<file path="src/rtl/j1_wb_pkg.sv">
// Purpose: shared types for the J1 instruction-fetch path (ROM word, address, fetched entry).
// Latency: n/a (types and constants only).
// Backpressure: n/a.
package j1_wb_pkg;

    localparam int unsigned WORD_W = 16;
    // Word-address width of the 8192x16 instruction ROM.
    localparam int unsigned ROM_AW = 13;

    typedef logic [WORD_W-1:0] word_t;
    typedef logic [ROM_AW-1:0] addr_t;

    // One fetched instruction together with the address it came from.
    typedef struct packed {
        addr_t pc;
        word_t data;
    } fetch_t;

endpackage

</file>
<file path="src/rtl/wb_prefetch_fifo.sv">
// Purpose: small instruction buffer between the Wishbone read path and the CPU fetch port.
// Latency: a pushed word is visible at the output the cycle after the push (no bypass).
// Backpressure: pop only when valid; the caller guarantees no push while full; flush beats push/pop.
//
// Ports:
//   clk, rst_n    clock, async active-low reset
//   flush_i       synchronous clear of all entries
//   push_i/_dat_i write one entry at the tail
//   pop_i         consume the head entry (ignored when empty)
//   pop_vld_o     head entry valid; pop_dat_o is the head entry
//   count_o       number of stored entries
module wb_prefetch_fifo
    import j1_wb_pkg::*;
#(
    parameter int unsigned  DEPTH = 4,
    parameter type          T     = fetch_t,
    localparam int unsigned PTR_W = $clog2(DEPTH),
    localparam int unsigned CNT_W = $clog2(DEPTH + 1)
) (
    input  logic             clk,
    input  logic             rst_n,
    input  logic             flush_i,
    input  logic             push_i,
    input  T                 push_dat_i,
    input  logic             pop_i,
    output logic             pop_vld_o,
    output T                 pop_dat_o,
    output logic [CNT_W-1:0] count_o
);

    localparam logic [CNT_W-1:0] FULL = CNT_W'(DEPTH);

    logic [PTR_W-1:0] wr_ptr_q, wr_ptr_d;
    logic [PTR_W-1:0] rd_ptr_q, rd_ptr_d;
    logic [CNT_W-1:0] count_q, count_d;
    logic             pop_ok;
    T                 mem_q [DEPTH];

    always_comb begin
        pop_ok   = pop_i && (count_q != '0);
        wr_ptr_d = wr_ptr_q;
        rd_ptr_d = rd_ptr_q;
        count_d  = count_q;
        if (flush_i) begin
            wr_ptr_d = '0;
            rd_ptr_d = '0;
            count_d  = '0;
        end else begin
            // DEPTH is a power of two, so pointers wrap naturally.
            if (push_i) wr_ptr_d = wr_ptr_q + PTR_W'(1);
            if (pop_ok) rd_ptr_d = rd_ptr_q + PTR_W'(1);
            count_d = count_q + CNT_W'(push_i) - CNT_W'(pop_ok);
        end
    end

    always_ff @(posedge clk or negedge rst_n) begin
        if (!rst_n) begin
            wr_ptr_q <= '0;
            rd_ptr_q <= '0;
            count_q  <= '0;
        end else begin
            wr_ptr_q <= wr_ptr_d;
            rd_ptr_q <= rd_ptr_d;
            count_q  <= count_d;
        end
    end

    // Storage needs no reset: count_q gates every read.
    always_ff @(posedge clk) begin
        if (push_i && !flush_i) mem_q[wr_ptr_q] <= push_dat_i;
    end

    assign pop_vld_o = (count_q != '0);
    assign pop_dat_o = mem_q[rd_ptr_q];
    assign count_o   = count_q;

    a_no_overflow: assert property (@(posedge clk) disable iff (!rst_n)
        (push_i && !flush_i) |-> (count_q != FULL));

endmodule

</file>
<file path="src/rtl/wb_prefetch.sv">
// Purpose: Wishbone pipelined read master streaming J1 instruction words from ROM into a FIFO.
// Latency: stb at N, ack at N+1 (1-cycle ROM), insn_valid at N+2; redirect at R -> stb R+1, insn R+3.
// Backpressure: issues only while (outstanding + buffered) < DEPTH; wb_stall_i holds the request.
//
// Ports:
//   clk, rst_n                  clock, async active-low reset
//   redirect_valid/redirect_pc  branch redirect: flush and restart fetch at redirect_pc
//   insn_valid/ready/data/pc    instruction stream to the CPU (valid/ready)
//   wb_cyc_o/stb_o/adr_o        Wishbone read request (pipelined)
//   wb_dat_i/ack_i/stall_i      Wishbone response and stall
module wb_prefetch
    import j1_wb_pkg::*;
#(
    parameter int unsigned   AW       = ROM_AW,
    parameter int unsigned   DEPTH    = 4,
    parameter logic [AW-1:0] RESET_PC = '0
) (
    input  logic          clk,
    input  logic          rst_n,
    input  logic          redirect_valid,
    input  logic [AW-1:0] redirect_pc,
    output logic          insn_valid,
    input  logic          insn_ready,
    output word_t         insn_data,
    output logic [AW-1:0] insn_pc,
    output logic          wb_cyc_o,
    output logic          wb_stb_o,
    output logic [AW-1:0] wb_adr_o,
    input  word_t         wb_dat_i,
    input  logic          wb_ack_i,
    input  logic          wb_stall_i
);

    localparam int unsigned      CNT_W   = $clog2(DEPTH + 1);
    localparam int unsigned      SUM_W   = CNT_W + 1;
    localparam logic [SUM_W-1:0] CREDITS = SUM_W'(DEPTH);
    localparam logic [CNT_W-1:0] MAX_OUT = CNT_W'(DEPTH);

    typedef struct packed {
        logic [AW-1:0] pc;
        word_t         data;
    } entry_t;

    logic [AW-1:0]    adr_q, adr_d;
    logic [AW-1:0]    resp_pc_q, resp_pc_d;
    logic [CNT_W-1:0] outstanding_q, outstanding_d;
    logic [CNT_W-1:0] discard_q, discard_d;
    logic             run_q;
    logic [CNT_W-1:0] fifo_count;
    logic             stb, accept, ack_ok, push, pop;
    entry_t           push_dat, head;

    always_comb begin
        // Acks with nothing outstanding are protocol errors and are ignored.
        ack_ok = wb_ack_i && (outstanding_q != '0);
        // Credit uses registered counts only, so a same-cycle pop frees nothing yet.
        // run_q keeps the bus quiet until the first edge after reset release.
        stb    = run_q && !redirect_valid &&
                 ((SUM_W'(outstanding_q) + SUM_W'(fifo_count)) < CREDITS);
        accept = stb && !wb_stall_i;
        // An ack arriving with a redirect belongs to the old stream and is dropped.
        push   = ack_ok && (discard_q == '0) && !redirect_valid;
        pop    = insn_valid && insn_ready;

        push_dat.pc   = resp_pc_q;
        push_dat.data = wb_dat_i;

        outstanding_d = outstanding_q + CNT_W'(accept) - CNT_W'(ack_ok);
        adr_d         = adr_q;
        resp_pc_d     = resp_pc_q;
        discard_d     = discard_q;

        if (redirect_valid) begin
            adr_d     = redirect_pc;
            resp_pc_d = redirect_pc;
            // Everything still owed by the slave after this cycle is stale.
            discard_d = outstanding_d;
        end else begin
            if (accept) adr_d = adr_q + AW'(1);
            if (ack_ok && (discard_q != '0)) discard_d = discard_q - CNT_W'(1);
            if (push) resp_pc_d = resp_pc_q + AW'(1);
        end
    end

    always_ff @(posedge clk or negedge rst_n) begin
        if (!rst_n) begin
            adr_q         <= RESET_PC;
            resp_pc_q     <= RESET_PC;
            outstanding_q <= '0;
            discard_q     <= '0;
            run_q         <= 1'b0;
        end else begin
            adr_q         <= adr_d;
            resp_pc_q     <= resp_pc_d;
            outstanding_q <= outstanding_d;
            discard_q     <= discard_d;
            run_q         <= 1'b1;
        end
    end

    wb_prefetch_fifo #(
        .DEPTH (DEPTH),
        .T     (entry_t)
    ) u_fifo (
        .clk        (clk),
        .rst_n      (rst_n),
        .flush_i    (redirect_valid),
        .push_i     (push),
        .push_dat_i (push_dat),
        .pop_i      (pop),
        .pop_vld_o  (insn_valid),
        .pop_dat_o  (head),
        .count_o    (fifo_count)
    );

    assign wb_stb_o  = stb;
    // Cycle stays up while any ack is still due, even with no new request.
    assign wb_cyc_o  = stb || (outstanding_q != '0);
    assign wb_adr_o  = adr_q;
    assign insn_data = head.data;
    assign insn_pc   = head.pc;

    a_outstanding_max: assert property (@(posedge clk) disable iff (!rst_n)
        outstanding_q <= MAX_OUT);
    a_stall_hold: assert property (@(posedge clk) disable iff (!rst_n)
        (wb_stb_o && wb_stall_i && !redirect_valid) |=> $stable(wb_adr_o));
    a_ack_expected: assert property (@(posedge clk) disable iff (!rst_n)
        wb_ack_i |-> (outstanding_q != '0));

endmodule

</file>
<file path="config.mk">
export PLATFORM = sky130hd
export DESIGN_NAME = wb_prefetch
export DESIGN_NICKNAME = d
export VERILOG_FILES = /design/src/rtl/j1_wb_pkg.sv /design/src/rtl/wb_prefetch_fifo.sv /design/src/rtl/wb_prefetch.sv
export SDC_FILE = /design/constraint.sdc
export NUM_CORES = 1
export LEC_CHECK = 0
export ABC_AREA = 0
export CORE_UTILIZATION = 44
export DETAILED_ROUTE_END_ITERATION = 16
export GPL_TIMING_DRIVEN = 0
export PLACE_DENSITY = 0.72
export SYNTH_ARGS = -nofsm -noshare
export SYNTH_HDL_FRONTEND = slang
export SYNTH_SLANG_ARGS = --single-unit
</file>
<file path="constraint.sdc">
create_clock -name clk -period 4.45 [get_ports clk]
set_input_delay 0.89 -clock clk [delete_from_list [all_inputs] [get_ports clk]]
set_output_delay 0.89 -clock clk [all_outputs]
set_load 0.02 [all_outputs]
</file>
# == Yosys cells after proc, flatten, opt, wreduce, memory -nomap -nowiden ==
# Memory sizes are Yosys's and may differ from the RTL's.
# Cells that the tools add are included.
# op_classes
n_addsub,10
n_lt_le_gt_ge,1
n_reduce_logical,21
mux,13
# op_table
cell,n
$mux W13,4
$add A13 B1 Y13 const B,2
$logic_and A1 B1 Y1,10
$mux W3,3
$reduce_bool A3 Y1,3
$mux W2,4
$reduce_bool A2 Y1,4
$add A3 B1 Y3,2
$sub A3 B1 Y3,2
$add A2 B1 Y2 const B,2
$add A3 B3 Y4,1
$lt A4 B3 Y1 const B,1
$logic_not A3 Y1,1
$sub A3 B1 Y3 const B,1
$logic_not A1 Y1,2
$mux W1,2
$logic_or A1 B1 Y1,1
# word_totals
regBits,40
input_bits,35
n_memories,1
mem_bits_rw,116
# mem_list
memory,depth,word_bits,read_ports,rd_ports_with_merged_regs,write_ports,line_no,rtl
u_fifo.mem_q,4,29,1,0,1,wb_prefetch_fifo.sv:37,T mem_q [DEPTH];

# == Depth between registers and ports, before layout ==
# Gate-level depths: netlist of the first run.
# depth
word_depth,7
depth_mapped,12
depth_no_buf,11

# == Hierarchy ==
# A second synthesis of the first run with hierarchy kept.
# hier_totals
hier_cells,397
hier_area_um2,6697.7
# modules_own_cells
module,area_per_inst_um2,n_inst,seq_area_each_um2,cells_each
wb_prefetch_fifo,4674.5,1,3658.5,194
wb_prefetch,2023.2,1,825.8,203

# == Worst setup path before layout of the first run ==
# OpenSTA, ideal clock, no wires.
# synth_timing
path_type,in2reg
start,in redirect_valid
end,reg discard_q[2]
path_slack_ns,1.411
t_required_ns,4.373
path_buffers,1
stages,11
arrival_time_ns,2.963
path_cell_list,nor4_4 nand3_2 buf_1 ha_1 inv_1 ha_1 fa_1 xnor2_1 xnor2_1 nand2_1 o21ai_1
# synth_between
elab_chain_len,7
word_cells_on_any_way,8
cone_classes,2 x add/sub; 1 x mux; 5 x reduce/logical
# synth_rtl
element,line_no,rtl
"start, declared",wb_prefetch.sv:20,"input logic redirect_valid,"
$logic_not A1 Y1,wb_prefetch.sv:58,stb = run_q && !redirect_valid &&
$logic_and A1 B1 Y1 (2 in a row),wb_prefetch.sv:58,
$logic_and A1 B1 Y1,wb_prefetch.sv:60,accept = stb && !wb_stall_i;
$add A3 B1 Y3,wb_prefetch.sv:68,outstanding_d = outstanding_q + CNT_W'(accept) - CNT_W'(ack_ok);
$sub A3 B1 Y3,wb_prefetch.sv:68,
named net outstanding_d[2],wb_prefetch.sv:46,"logic [CNT_W-1:0] outstanding_q, outstanding_d;"
$mux W3,wb_prefetch.sv:73,if (redirect_valid) begin
"end signal, assigned",wb_prefetch.sv:96,discard_q <= discard_d;
"end, declared",wb_prefetch.sv:47,"logic [CNT_W-1:0] discard_q, discard_d;"
# The timed path passes the listed nets, and every way through them passes these cells.
# A chain may end at the register's enable or synchronous reset.

# == Worst setup path in the final report of the first run ==
# layout_timing
start,in redirect_valid
end,out wb_stb_o
# layout_between
elab_chain_len,3
# layout_rtl
element,line_no,rtl
$logic_not A1 Y1,wb_prefetch.sv:58,
$logic_and A1 B1 Y1 (2 in a row),wb_prefetch.sv:58,
"end, declared",wb_prefetch.sv:27,"output logic wb_stb_o,"
# No other way between the ends.

==> metrics.cfg, run 1 <==
[clocking]
htreeDepth = 4
cts_setup_buffers = 0
cts_tree = built
cts-root-buf = clkbuf_16
numCtsBuffers = 17
cts_resized = 0
clock-sinks = 156
clkTransAtPathRegs_ns = 0.06
clock_path_buffers = 2
clock_latency_ns = 0.42
hold_buffers = 0

[floorplanning]
core-area_mm2 = 0.0145
die_h_um = 124
pin_count = 80
num_rows = 44
die_area_mm2 = 0.0154
start_util_pct = 45.1
die_x_um = 124

[sta]
final-setup-viol-count = 0
rsz0062_at_grt = false
report.final.slew_viol_count = 0
hold_violations = 0
fin_crit_sh_pct = 82.6
fmax_mhz = 272
post-route-min-period_ns = 3.68
worst_pin_slew_ns = 0.996
timing.slew.headroom_pct = 33.0
worst_clock_skew_ns = 0.0103
fin_tns_setup_ns = 0

[place]
dp_hpwl_um = 8580
gp_congestion = 0.895
io_buffers = 79

[drt]
wl_um = 12900
wl_per_cell_um = 18.4
drcViolationCount = 0
drtIter0Drc = 364
dr.pass1.iters = 4
vias = 3810
ant_nets = 0
viasPerCell = 5.44

[worst_setup_path]
slowest_delay_ns = 0.64
path_cells = clkdlybuf4s50_1, nor4_4, nand2_1, a31oi_1, clkdlybuf4s50_1
r2r_cells = 12
endpoint_kind = primary output
path_buf_inv = 2
r2r-end = discard_q[2]
critPathMaxFanout = 6
required_ns = 3.56
reg2reg_slack_ns = 1.26
startpoint_type = input port
cpMostUsedCell = clkdlybuf4s50_1
reg2reg_from = u_fifo.count_o[1]
path_class = input port to primary output
critical_path_arrival_ns = 2.79
slowest_stage = clkdlybuf4s50_1
crit_family = buffers and inverters

[global_routing]
grt_max_degree = 30
grt_pass1_wl_um = 20300
grt_pass1_vias = 4004
antenna_found_initial = 0
overflow = 0
grt_usage_pct = 18.0

[outcome]
status = finished clean

[logic_synthesis]
async_flop_share_pct = 25.6
synth-warning-count = 0
syn_area_mm2 = 0.00656
ys_types = 47
synth_edf_count = 116
synth_seq_area_share_pct = 68.4
netlist_instances = 405
syn_nets = 456
synth-main-ff-cell = edfxtp_1
synth_area_per_cell_um2 = 16.2
synth_seq_cells = 156

[final_layout]
nNetsFinal = 555
insertedDiodeCount = 0
drive_gt1_share_pct = 14.3
syn2layout_area_growth_pct = 25.0

[power]
p_leak_nw = 2.89
ir_drop_v = 0.000277
p_total_mw = 4.43
powerDensity_mw_per_mm2 = 540

[hold_path]
hold_path.class = input port to async pin

[run]
max-cap-violations = 0

==> through the flow <==
stage | instances | area [µm²] | hold WS, ns | setup slack [ns] | util, %
final | 701 | 8200 | 0.428 | 0.774 | 56.4
after global routing | 701 | 8200 | 0.460 | 0.706 | 56.4
after CTS | 701 | 8200 | 0.432 | 0.787 | 56.4
after detailed placement | 669 | 7610 | 0.503 | 0.465 | 52.3
after global placement | 668 | 7580 | 0.492 | 0.497 | 52.2
after floorplan | 405 | 6560 | 0.490 | 1.41 | -
==> cells in the final DEF, fill, tap and decap left out, types with 14 or more instances in the layout <==
cell type and count:
ha_1 14, clkdlybuf4s50_1 78, o21ai_1 16, inv_1 14
dfrtp_1 40, nand2_1 30, mux4_2 29, edfxtp_1 116
clkbuf_16 17
==> sequential cells by signal, summed over array words and instances (netlist names) <==
signal and cells:
run_q 1, outstanding_q 3, wb_adr_o 13, u_fifo.mem_q 116, resp_pc_q 13, u_fifo.count_o 3, u_fifo.wr_ptr_q 2, u_fifo.rd_ptr_q 2
discard_q 3
==> synthesized netlist by cell type, types with 3 or more instances <==
cell type,number,area share [%]
a21o_1,8,0.92
a21oi_1,4,0.31
and2_1,5,0.48
buf_2,4,0.31
clkbuf_1,9,0.52
dfrtp_1,40,15
edfxtp_1,116,53
ha_1,14,2.7
inv_1,14,0.80
mux2i_1,8,1.2
mux4_2,29,10
nand2_1,30,1.7
nand3_1,12,0.92
nand4_1,6,0.57
nor2_1,13,0.74
nor2b_1,4,0.38
nor3_1,6,0.46
nor4_1,8,0.76
o21ai_1,16,1.2
o31ai_1,7,0.80
or4_1,3,0.34
xnor2_1,13,1.7
xor2_1,3,0.40
==> how the worst max path moves through the flow <==
stage	from	end	slack, ns	depth (start not counted)
floorplan	redirect_valid	discard_q[2]	1.41	11
global placement	wb_ack_i	u_fifo.mem_q[0][1]	0.50	6
detailed placement	redirect_valid	discard_q[2]	0.47	12
CTS	redirect_valid	wb_stb_o	0.79	5
global route	redirect_valid	discard_q[2]	0.71	12
finish	redirect_valid	wb_stb_o	0.77	5
==> final cells by class <==
type                       instances  area, µm²
sequential                       156       4480
fill                            1138       6340
tap                              184        230
multi-input combinational        220       1970
timing repair buffer              80        813
buffer                            14       57.6
clock inverter                     9        111
clock buffer                      23        478
inverter                          15       56.3
==> cell families (layout without fill, tap and decap cells) <==
logic type	Yosys count	count (layout)	share of synthesized area, %
buf+inv	29	141	1.74
compound gates	47	47	4.60
fa+ha+maj	16	16	3.28
simple gates	99	99	7.96
flops	156	156	68.4
other cells	1	1	0.0572
xor+xnor	16	16	2.14
mux	41	41	11.9
==> routing by layer <==
layer / wire [µm] / GRT usage, %
met1: 5910 / 24.1
met2: 6160 / 29.0
met3: 641 / 4.30
met4: 161 / 5.88
met5: 0 / 0
==> power breakdown <==
group          internal, mW  switching [mW]
clock                 0.874           0.547
sequential             1.69           0.118
combinational         0.600           0.599
Power figures use the tool's default switching activity.
==> inputs of run 2 (changes only) <==
Settings changed: PLACE_DENSITY 0.72 to 0.75.
Clock period 4.45 ns to 3.3 ns, I/O delays scaled along.
==> run 2 against run 1 <==
  * Sequential power up 34%
  * Register-to-register slack worse by 1.0 ns
  * Sequential cell count unchanged
  * Critical path type is now flip-flop to primary output
==> metrics.cfg, run 2 (synthesis results as in run 1) <==
[worst_setup_path]
path_class = flip-flop to primary output
endpoint_kind = primary output
startpoint_type = flip-flop
slowest_stage = clkdlybuf4s50_1
critical_path_arrival_ns = 2.50  ; -0.29 ns
required_ns = 2.64  ; -0.92 ns
path_cells = ha_1, nor4_4, nand2_1, a31oi_1, clkdlybuf4s50_1
critPathMaxFanout = 4  ; -2
slowest_delay_ns = 0.64  ; about the same

[place]
io_buffers = 79  ; unchanged
placedInstanceArea_mm2 = 0.00760  ; about the same
gp_congestion = 0.874  ; -2.2%
place_ws_ns = -0.442  ; -0.907 ns
dp_hpwl_um = 8590  ; +0.11%

[drt]
wl_um = 12900  ; +0.14%
wl_per_cell_um = 18.4  ; about the same
dr.pass1.iters = 4  ; unchanged
viasPerCell = 5.47  ; +0.70%
drcViolationCount = 0  ; unchanged
drtIter0Drc = 287  ; -21%
vias = 3842  ; +0.84%
ant_nets = 0  ; unchanged

[sta]
timing.slew.headroom_pct = 31.4  ; -1.6 points
fmax_mhz = 316
whs_ns = 0.163  ; -0.265 ns
finalWorstSetupSlack_ns = 0.137  ; -0.637 ns
report.final.slew_viol_count = 0  ; unchanged
worst_clock_skew_ns = 0.0142  ; +0.00395 ns
final-setup-viol-count = 0  ; unchanged
fin_crit_sh_pct = 95.8
post-route-min-period_ns = 3.16
worst_pin_slew_ns = 1.02  ; +0.0238 ns
fin_tns_setup_ns = 0  ; unchanged
rsz0062_at_grt = false
hold_violations = 0  ; unchanged

[floorplanning]
die_area_mm2 = 0.0154  ; unchanged
num_rows = 44  ; unchanged
die_h_um = 124  ; unchanged
core-area_mm2 = 0.0145  ; unchanged
start_util_pct = 45.1  ; unchanged
die_x_um = 124  ; unchanged
pin_count = 80  ; unchanged

[final_layout]
insertedDiodeCount = 0  ; unchanged
fillers = 1139  ; +0.088%
final_common_cell = edfxtp_1
stdcell_area_mm2 = 0.00819  ; about the same
most-common-layout-cells = edfxtp_1 (116), clkdlybuf4s50_1 (78), dfrtp_1 (40)
syn2layout_area_growth_pct = 24.9  ; about the same
nNetsFinal = 556  ; +0.18%
largest_reg_flops = 116  ; unchanged
drive_gt1_share_pct = 14.7  ; +0.36 points
top_register = u_fifo.mem_q

[clocking]
htreeDepth = 4  ; unchanged
numCtsBuffers = 17  ; unchanged
clock_path_buffers = 2  ; unchanged
hold_buffers = 0  ; unchanged
clkTransAtPathRegs_ns = 0.06  ; about the same
cts_tree = built
cts-root-buf = clkbuf_16
clock_latency_ns = 0.42  ; about the same
clock-sinks = 156  ; unchanged

[outcome]
status = finished clean

[global_routing]
grt_max_degree = 30  ; unchanged
grt_use_met3_pct = 4.67  ; +0.37 points
grt_pass1_vias = 4018  ; +0.35%
overflow = 0  ; unchanged
busiest_layer = met2
grt_use_met2_pct = 29.1  ; +0.069 points
grt_usage_pct = 18.3  ; +0.25 points
antenna_found_initial = 0  ; unchanged
grt_pass1_wl_um = 20600  ; +1.3%
globalRouteMet1Util_pct = 24.0  ; -0.067 points

[power]
powerDensity_mw_per_mm2 = 727  ; +35%
p_leak_nw = 2.89  ; +0.12%
p_total_mw = 5.95  ; +34%
ir_drop_v = 0.000421  ; +52%

[hold_path]
hold_path.class = input port to async pin

[run]
max-cap-violations = 0  ; unchanged

-- run 2: path summary, 6_finish.rpt --
check	cells after the start	to	slack, ns	start
max	5	wb_stb_o	0.14	outstanding_q[2]
min	1	resp_pc_q[2]	0.16	rst_n
max reg2reg	12	discard_q[2]	0.25	outstanding_q[2]
min reg2reg	1	wb_adr_o[12]	0.51	wb_adr_o[12]
max in group asynchronous	2	resp_pc_q[5]	2.64	rst_n
min in group clk	1	wb_adr_o[12]	0.51	wb_adr_o[12]
-- run 2: layer usage --
layer / vias up / routed length [µm]
met5: - / 0
met4: 0 / 89
met3: 6 / 689
met2: 130 / 6400
met1: 1931 / 5700
li1: 1775 / -
-- run 2: final cells by class --
cell class / count / area (µm²) / area share [%]
flip-flops and latches: 156 / 4480 / 54.8
plain buffers: 13 / 53.8 / 0.657
clock inverters: 14 / 141 / 1.73
inverters: 15 / 56.3 / 0.688
repair buffers: 82 / 821 / 10.0
well taps: 184 / 230 / 2.81
multi-input cells: 220 / 1970 / 24.1
clock buffers: 18 / 429 / 5.24
-- run 2: what timing repair did --
item | in CTS | in global routing
endpoints found under the setup margin | 1 | 2
resized for setup | 0 | 1
endpoints found under the hold margin | 0 | 0
buffers inserted | 0 | 2
pin swaps | 0 | 1
-- run 2: stage by stage --
step | util, % | std cells
floorplan | - | 405
global placement | 52.2 | 668
detailed placement | 52.3 | 669
CTS | 56.2 | 700
global route | 56.3 | 702
finish | 56.3 | 702
-- run 2: power by group --
group	internal, mW	switching [mW]	total [mW]
clock	1.12	0.769	1.88
combinational	0.825	0.807	1.63
sequential	2.28	0.158	2.43
-- run 2: worst max-delay path, delay by kind of cell (launching register included) --
kind / cells / cell delay (ns)
compound gates: 1 / 0.20
simple gates: 2 / 0.47
buf+inv: 1 / 0.64
flops: 1 / 0.43
fa+ha+maj: 1 / 0.35
==> inputs of run 3 (changes only) <==
Settings changed: ABC_CLOCK_PERIOD_IN_PS set to 3300.
==> results of run 3 <==
Same layout as run 2: the final DEF is identical, and so are final timing and power.
